## src/rtl/vga_scan_out.sv

```systemverilog
// vga_scan_out: VGA raster timing generator and scan-out stage.
// A pixel-rate tick from an HCLK divider advances the horizontal/vertical
// counters. The counters drive the frame-buffer read address directly. The
// returned pixel is turned into registered RGB444, and hsync/vsync are
// registered on the same tick so that all three stay aligned.
module vga_scan_out #(
  parameter int          CLK_DIV   = 2,
  parameter int          H_VISIBLE = 640,
  parameter int          H_FP      = 16,
  parameter int          H_SYNC    = 96,
  parameter int          H_BP      = 48,
  parameter int          V_VISIBLE = 480,
  parameter int          V_FP      = 10,
  parameter int          V_SYNC    = 2,
  parameter int          V_BP      = 33,
  parameter logic [11:0] FG_COLOUR = 12'hFFF,
  parameter logic [11:0] BG_COLOUR = 12'h000
) (
  input  logic       HCLK,
  input  logic       HRESETn,
  input  logic       pixel,
  output logic [9:0] pixel_x,
  output logic [8:0] pixel_y,
  output logic       hsync,
  output logic       vsync,
  output logic [3:0] red,
  output logic [3:0] green,
  output logic [3:0] blue,
  output logic       frame_start
);

  localparam int H_TOTAL = H_VISIBLE + H_FP + H_SYNC + H_BP;
  localparam int V_TOTAL = V_VISIBLE + V_FP + V_SYNC + V_BP;
  localparam int DIV_W   = $clog2(CLK_DIV);

  localparam logic [DIV_W-1:0] DIV_LAST = DIV_W'(CLK_DIV - 1);
  localparam logic [9:0] H_LAST   = 10'(H_TOTAL - 1);
  localparam logic [9:0] V_LAST   = 10'(V_TOTAL - 1);
  localparam logic [9:0] H_VIS    = 10'(H_VISIBLE);
  localparam logic [9:0] V_VIS    = 10'(V_VISIBLE);
  localparam logic [9:0] HS_START = 10'(H_VISIBLE + H_FP);
  localparam logic [9:0] HS_END   = 10'(H_VISIBLE + H_FP + H_SYNC - 1);
  localparam logic [9:0] VS_START = 10'(V_VISIBLE + V_FP);
  localparam logic [9:0] VS_END   = 10'(V_VISIBLE + V_FP + V_SYNC - 1);

  logic [DIV_W-1:0] div_q, div_d;
  logic [9:0]       h_q, h_d;
  logic [9:0]       v_q, v_d;
  logic [11:0]      rgb_q, rgb_d;
  logic             hsync_q, hsync_d;
  logic             vsync_q, vsync_d;
  logic             frame_start_q, frame_start_d;

  logic tick;
  logic frame_wrap;
  logic visible;

  // Pixel-rate strobe, visible-area decode and the read address.
  always_comb begin
    tick       = (div_q == DIV_LAST);
    frame_wrap = tick && (h_q == H_LAST) && (v_q == V_LAST);
    visible    = (h_q < H_VIS) && (v_q < V_VIS);
    pixel_x    = visible ? h_q : '0;
    pixel_y    = visible ? v_q[8:0] : '0;
  end

  // Divider and raster counters; vertical advances on the last pixel of a line.
  always_comb begin
    div_d = tick ? '0 : div_q + DIV_W'(1);
    h_d   = h_q;
    v_d   = v_q;
    if (tick) begin
      if (h_q == H_LAST) begin
        h_d = '0;
        v_d = (v_q == V_LAST) ? '0 : v_q + 10'd1;
      end else begin
        h_d = h_q + 10'd1;
      end
    end
  end

  // Output stage loads on the tick from pre-advance counters; pixel data
  // arrived one cycle earlier for the same address, so everything lines up.
  always_comb begin
    rgb_d   = rgb_q;
    hsync_d = hsync_q;
    vsync_d = vsync_q;
    if (tick) begin
      rgb_d   = visible ? (pixel ? FG_COLOUR : BG_COLOUR) : 12'h000;
      hsync_d = !((h_q >= HS_START) && (h_q <= HS_END));
      vsync_d = !((v_q >= VS_START) && (v_q <= VS_END));
    end
    frame_start_d = frame_wrap;
  end

  // State registers with synchronous active-low reset; a mid-frame reset
  // simply restarts the raster.
  always_ff @(posedge HCLK) begin
    if (!HRESETn) begin
      div_q         <= '0;
      h_q           <= '0;
      v_q           <= '0;
      rgb_q         <= '0;
      hsync_q       <= 1'b1;
      vsync_q       <= 1'b1;
      frame_start_q <= 1'b0;
    end else begin
      div_q         <= div_d;
      h_q           <= h_d;
      v_q           <= v_d;
      rgb_q         <= rgb_d;
      hsync_q       <= hsync_d;
      vsync_q       <= vsync_d;
      frame_start_q <= frame_start_d;
    end
  end

  // Registered outputs.
  always_comb begin
    {red, green, blue} = rgb_q;
    hsync              = hsync_q;
    vsync              = vsync_q;
    frame_start        = frame_start_q;
  end

endmodule

```

## config.mk

```make
export PLATFORM = sky130hd
export DESIGN_NAME = vga_scan_out
export DESIGN_NICKNAME = d
export VERILOG_FILES = /design/src/rtl/vga_scan_out.sv
export SDC_FILE = /design/constraint.sdc
export NUM_CORES = 1
export LEC_CHECK = 0
export BUFFER_PORTS_ARGS = -buffer_cell sky130_fd_sc_hd__buf_2
export CAP_MARGIN = 10
export CORE_MARGIN = 4
export CORE_UTILIZATION = 45
export CTS_CLUSTER_DIAMETER = 40
export DETAILED_ROUTE_END_ITERATION = 12
export PLACE_DENSITY_LB_ADDON = 0.25
export SYNTH_ARGS = -nofsm -noshare
export SYNTH_HDL_FRONTEND = slang
export SYNTH_SLANG_ARGS = --single-unit
```

## constraint.sdc

```tcl
create_clock -name HCLK -period 2.8 [get_ports HCLK]
set_input_delay 0.56 -clock HCLK [delete_from_list [all_inputs] [get_ports HCLK]]
set_output_delay 0.56 -clock HCLK [all_outputs]
set_load 0.005 [all_outputs]
```

==> qor.yml, run 1 <==
floorplan:
  die_h_um: 63.98
  rows: 20
  io_pins: 37
  die_x_um: 63.98
  core_um2: 3028
  initial_core_util: 0.4657
  die-area_um2: 4093
pwr:
  peakVddDrop_mv: 0.2322
  power.density_nw_per_um2: 360.0
  p_leak_nw: 0.6261
  finalPower_mw: 0.5608
synth:
  yosysWarnings: 0
  synth_nets: 180
  synth_top_cell_by_area: "dfxtp_1"
  yosysSeqAreaShare: 0.3549
  synthTopCellsByArea: "dfxtp_1, and2_1, buf_4"
  synth-seq-cells: 25
  synth_cell_types: 35
  synth_area_um2: 1410
  synth_top_cell_area_share: 0.3549
  syn_inst: 173
  syn_avg_cell_area_um2: 8.151
clock_network:
  clkSinkCount: 25
  h-tree-depth: 1
  postCtsHoldBufs: 0
  cts-resized-gates: 0
  clock-root-buffer: "clkbuf_4"
  clk_pin_slew_ns: 0.13
  cts_tree: "built"
  worstSkewPairLatency_ns: 0.31
  cts_buffers: 3
  cts_buffer_depth: 2
  cts_setup_buffers: 0
sta:
  worstMarginPinSlew_ns: 0.6324
  hold_viol_final: 0
  setup_viol: 0
  final_max_slew_viol_count: 0
  fmax_mhz: 433.5
  min_period_ns: 2.307
  rsz0062_at_grt: "no"
  fin_skew_ns: 0.003291
  postLayoutSetupSlackWorst_ns: 0.4932
  finalCritPeriodShare: 0.8238
  finalSetupTns_ns: 0
  slew_headroom: 0.5756
drt:
  wirelength_mm: 3.027
  wl_per_cell_um: 12.67
  drt_iter0_markers: 62
  final_antenna_net_count: 0
  drc_errors: 0
  vias: 1262
  dr.pass1.iters: 4
  viasPerCell: 5.280
place:
  place_ws_ns: 0.5890
  portBuffers: 36
  gp_congestion: 0.8248
  post-dp-hpwl_mm: 2.312
hold_path:
  min_to: "hsync$_SDFFE_PN1P_"
  hp-start: "hsync$_SDFFE_PN1P_"
  min_path_type: "flip-flop to flip-flop"
  hold_depth: 2
finish:
  layout-drive-gt1-share: 0.2154
  syn_to_final_growth_pct: 10.47
  final_common_cell: "buf_2"
  layout_common_cells: "buf_2, dfxtp_1, and2_1"
  layout.nets: 203
  num_antenna_cells: 0
setup_path:
  worstSetupPathType: "flip-flop to output port"
  reg2reg_depth: 5
  cp.required_ns: 2.24
  crit_fanout: 15
  worstPathArrival_ns: 1.75
  r2r_slack_ns: 0.58
  timing.rr.start: "h_q[0]$_SDFFE_PN0P_"
  r2r-end: "v_q[9]$_SDFFE_PN0P_"
  critPathCaptureType: "output port"
  cp-start-kind: "flip-flop"
grt:
  antenna_found_initial: 0
  grt_max_degree: 21
  grt_first_pass_wirelength_mm: 5.402
  grt-ovfl-total: 0
  grt_pass1_vias: 1188
  track_usage: 0.1569
job:
  maxCapViolCount: 0
status:
  outcome: "finished, final reports clean"
-- where the power goes --
group / internal [mW] / switching, mW / total (mW)
sequential: 0.360 / 0.00810 / 0.368
clock: 0.0556 / 0.104 / 0.159
combinational: 0.0151 / 0.0179 / 0.0330
total: 0.431 / 0.130 / 0.561
-- synthesized netlist by cell type (all sizes together) --
cell type,instances
dfxtp,25
and2,15
buf,13
nor2,12
a21oi,11
nand2,10
inv,8
nand3,8
nor4,8
o21ai,7
clkbuf,6
xnor2,6
nand4,5
nor3,5
or3,5
ha,4
o31ai,4
or4,4
xor2,4
nand4b,2
nor4bb,2
a2bb2oi,1
a31oi,1
and3,1
and4,1
and4b,1
nand2b,1
nand4bb,1
o211ai,1
o21a,1
-- layout make-up --
type	instances	area [um^2]
fillers	304	1470
multi-input cells	121	758.2
flip-flops and latches	25	500.5
repair buffers	37	187.7
well taps	44	55.05
inverters	8	30.03
clock buffers	4	26.28
-- flip-flops by register name, indices dropped and copies added, names as in the netlist --
register / cells
frame_start: 1
hsync: 1
vsync: 1
rgb_q: 1
v_q: 10
div_q: 1
h_q: 10
-- critical path, stage by stage, from the launching register on --
cell and delay, ns:
dfxtp_1 0.47, and4_1 0.40, nor3_1 0.09, buf_4 0.19
and2_1 0.16, buf_2 0.12
-- per-stage QoR --
step                cell area [um^2]  instances  hold slack (ns)  utilization
global route                    1558        239           0.4592       0.5145
finish                          1558        239           0.4603       0.5145
detailed placement              1531        235           0.4492       0.5058
CTS                             1558        239           0.4620       0.5145
floorplan                       1410        173           0.4420            -
global placement                1531        235           0.4523       0.5058
-- how the worst max path moves through the flow --
| stage | from | end | slack (ns) |
|---|---|---|---|
| 2_1_floorplan | h_q[0]$_SDFFE_PN0P_ | v_q[9]$_SDFFE_PN0P_ | 0.84 |
| 3_3_place_gp | div_q$_SDFF_PP0_ | v_q[0]$_SDFFE_PN0P_ | 0.73 |
| 3_5_place_dp | h_q[0]$_SDFFE_PN0P_ | v_q[2]$_SDFFE_PN0P_ | 0.59 |
| 4_1_cts | v_q[5]$_SDFFE_PN0P_ | pixel_x[7] | 0.48 |
| 5_1_grt | v_q[5]$_SDFFE_PN0P_ | pixel_x[9] | 0.33 |
| 6_report | v_q[6]$_SDFFE_PN0P_ | pixel_x[7] | 0.49 |
-- cell families (layout without fill, tap and decap cells) --
family	count (synthesis)	in the layout	share of synthesized area
adder cells (fa/ha/maj)	4	4	0.03549
buffers and inverters	27	49	0.1074
AO/OA/AOI/OAI	26	26	0.1065
AND/OR/NAND/NOR	81	81	0.3336
XOR/XNOR	10	10	0.06211
flip-flops	25	25	0.3549
-- metal layers --
layer,up-vias,part of all wire,global-route usage
met5,-,0,0
met1,594,0.48,0.2172
met3,2,0.037,0.02285
met2,23,0.48,0.2542
met4,0,0.0050,0.04043
li1,643,-,-
Power figures use the tool's default switching activity.
==> run 2, diff against run 1 <==
- clock period: 2.8 -> 2 ns (I/O delays scaled with it)
==> run 2 against run 1 <==
The run now ends with negative setup slack left. Clock power up 43%. Sequential power up 39%. First-iteration DRC count up 27%. Hold slack worse by 0.15 ns. Largest power group unchanged.
==> qor.yml, run 2 (same netlist as run 1, synthesis figures left out) <==
sta:
  min_period_ns: 2.004
  setup_viol: 1
  hold_viol_final: 0
  postLayoutSetupSlackWorst_ns: -0.003541
  worstMarginPinSlew_ns: 0.5113
  final_max_slew_viol_count: 0
  finalCritPeriodShare: 1.002
  rsz0062_at_grt: "yes"
  fmax_mhz: 499.1
  slew_headroom: 0.6560
  fin_skew_ns: 0.01051
setup_path:
  crit_fanout: 5
  crit_slowest_cell: "or4_4"
  timing.rr.start: "h_q[1]$_SDFFE_PN0P_"
  worstSetupPathType: "flip-flop to flip-flop"
  r2r-end: "v_q[8]$_SDFFE_PN0P_"
  reg2reg_depth: 5
  crit_chain: "ha_2 > nand3_2 > or4_4 > or4_1 > a21oi_1"
  cp-start-kind: "flip-flop"
  r2r_slack_ns: -0.004
  critPathCaptureType: "flip-flop"
  cp.required_ns: 2.25
  critPathMaxStageDelay_ns: 0.58
  worstPathArrival_ns: 2.25
finish:
  stdcell_count: 260
  layout-drive-gt1-share: 0.3889
  layout.nets: 224
  final_common_cell: "buf_2"
  final_cell_area_um2: 1857
  num_antenna_cells: 0
  layout_common_cells: "buf_2, dfxtp_1, buf_4"
  syn_to_final_growth_pct: 31.68
  reg_top3: "h_q x10, v_q x10"
grt:
  antenna_found_initial: 0
  grt_first_pass_wirelength_mm: 5.789
  grt_max_degree: 21
  track_usage: 0.1732
  grt-ovfl-total: 0
  grt_pass1_vias: 1271
status:
  violations: "negative setup slack"
  outcome: "complete, but fails checks"
drt:
  dr.pass1.iters: 4
  vias: 1406
  final_antenna_net_count: 0
  drt_iter0_markers: 79
  wl_per_cell_um: 14.06
  drc_errors: 0
  viasPerCell: 5.408
  wirelength_mm: 3.655
floorplan:
  die_h_um: 63.98
  die_x_um: 63.98
  die-area_um2: 4093
  rows: 20
  io_pins: 37
  core_um2: 3028
  initial_core_util: 0.4657
pwr:
  p_leak_nw: 0.7640
  power.density_nw_per_um2: 431.6
  peakVddDrop_mv: 0.3126
place:
  portBuffers: 36
  post-dp-hpwl_mm: 2.471
  place_ws_ns: 0.009194
  placed_area_um2: 1637
  gp_congestion: 0.7850
  placed_cells: 249
hold_path:
  hp-start: "HRESETn"
  hold_depth: 2
  min_to: "vsync$_SDFFE_PN1P_"
  min_path_type: "primary input to flip-flop"
clock_network:
  cts_buffers: 3
  clkSinkCount: 25
  cts_buffer_depth: 2
  cts_tree: "built"
  clock-root-buffer: "clkbuf_4"
  h-tree-depth: 1
  clk_pin_slew_ns: 0.14
  worstSkewPairLatency_ns: 0.32
job:
  maxCapViolCount: 0
## run 2: cell count changes in the layout (fill, tap and decap cells not counted), sizes merged
cell  change
or4       +1
buf      +20
## run 2: worst max-delay path: cells and delay by family (launching register included)
family	cells	cell delay [ns]
flops	1	0.37
fa+ha+maj	1	0.19
simple gates	3	1.21
compound gates	1	0.16
## run 2: routing by layer
layer / wire, um / GRT usage
met1: 1544 / 0.2289
met2: 1807 / 0.2787
met3: 258 / 0.03339
met4: 44 / 0.06199
met5: 0 / 0
## run 2: cell type report
class / instances / area (um^2)
fillers: 255 / 1171
multi-input cells: 122 / 818.3
flip-flops and latches: 25 / 509.2
inverters: 8 / 30.03
clock buffers: 4 / 26.28
well taps: 44 / 55.05
repair buffers: 57 / 417.9
## run 2: power by group
part	leakage [nW]	internal, mW	switching (mW)
registers	0.206	0.505	0.00649
logic	0.543	0.0288	0.0340
clock network	0.0150	0.0781	0.149
total	0.764	0.612	0.190
## run 2: how the worst max path moves through the flow
stage | startpoint | end | slack, ns | depth (start not counted)
2_1_floorplan | h_q[0]$_SDFFE_PN0P_ | v_q[9]$_SDFFE_PN0P_ | 0.04 | 6
3_3_place_gp | h_q[1]$_SDFFE_PN0P_ | v_q[8]$_SDFFE_PN0P_ | 0.09 | 5
3_5_place_dp | h_q[1]$_SDFFE_PN0P_ | v_q[8]$_SDFFE_PN0P_ | 0.009 | 5
4_1_cts | h_q[8]$_SDFFE_PN0P_ | pixel_x[6] | -0.02 | 6
5_1_grt | h_q[6]$_SDFFE_PN0P_ | v_q[8]$_SDFFE_PN0P_ | -0.06 | 4
6_report | h_q[1]$_SDFFE_PN0P_ | v_q[8]$_SDFFE_PN0P_ | -0.004 | 5
## run 2: per-stage QoR
| step | util | TNS [ns] | hold WS (ns) | power [mW] |
|---|---|---|---|---|
| floorplan | - | 0 | 0.4420 | 0.5638 |
| detailed placement | 0.5405 | 0 | 0.4445 | 0.5832 |
| global placement | 0.5405 | 0 | 0.4439 | 0.5815 |
| global route | 0.6132 | -0.8236 | 0.3083 | 0.8371 |
| finish | 0.6132 | -0.003541 | 0.3075 | 0.8014 |
| CTS | 0.5624 | -0.1224 | 0.2980 | 0.8073 |
## run 2: timing repair
| item | CTS | global route |
|---|---|---|
| pin swaps | 2 | 9 |
| gates cloned | 1 | 1 |
| hold buffers | 0 | 0 |
| endpoints found under the setup margin | 15 | 17 |
| buffers inserted | 1 | 4 |
| resized for setup | 11 | 27 |
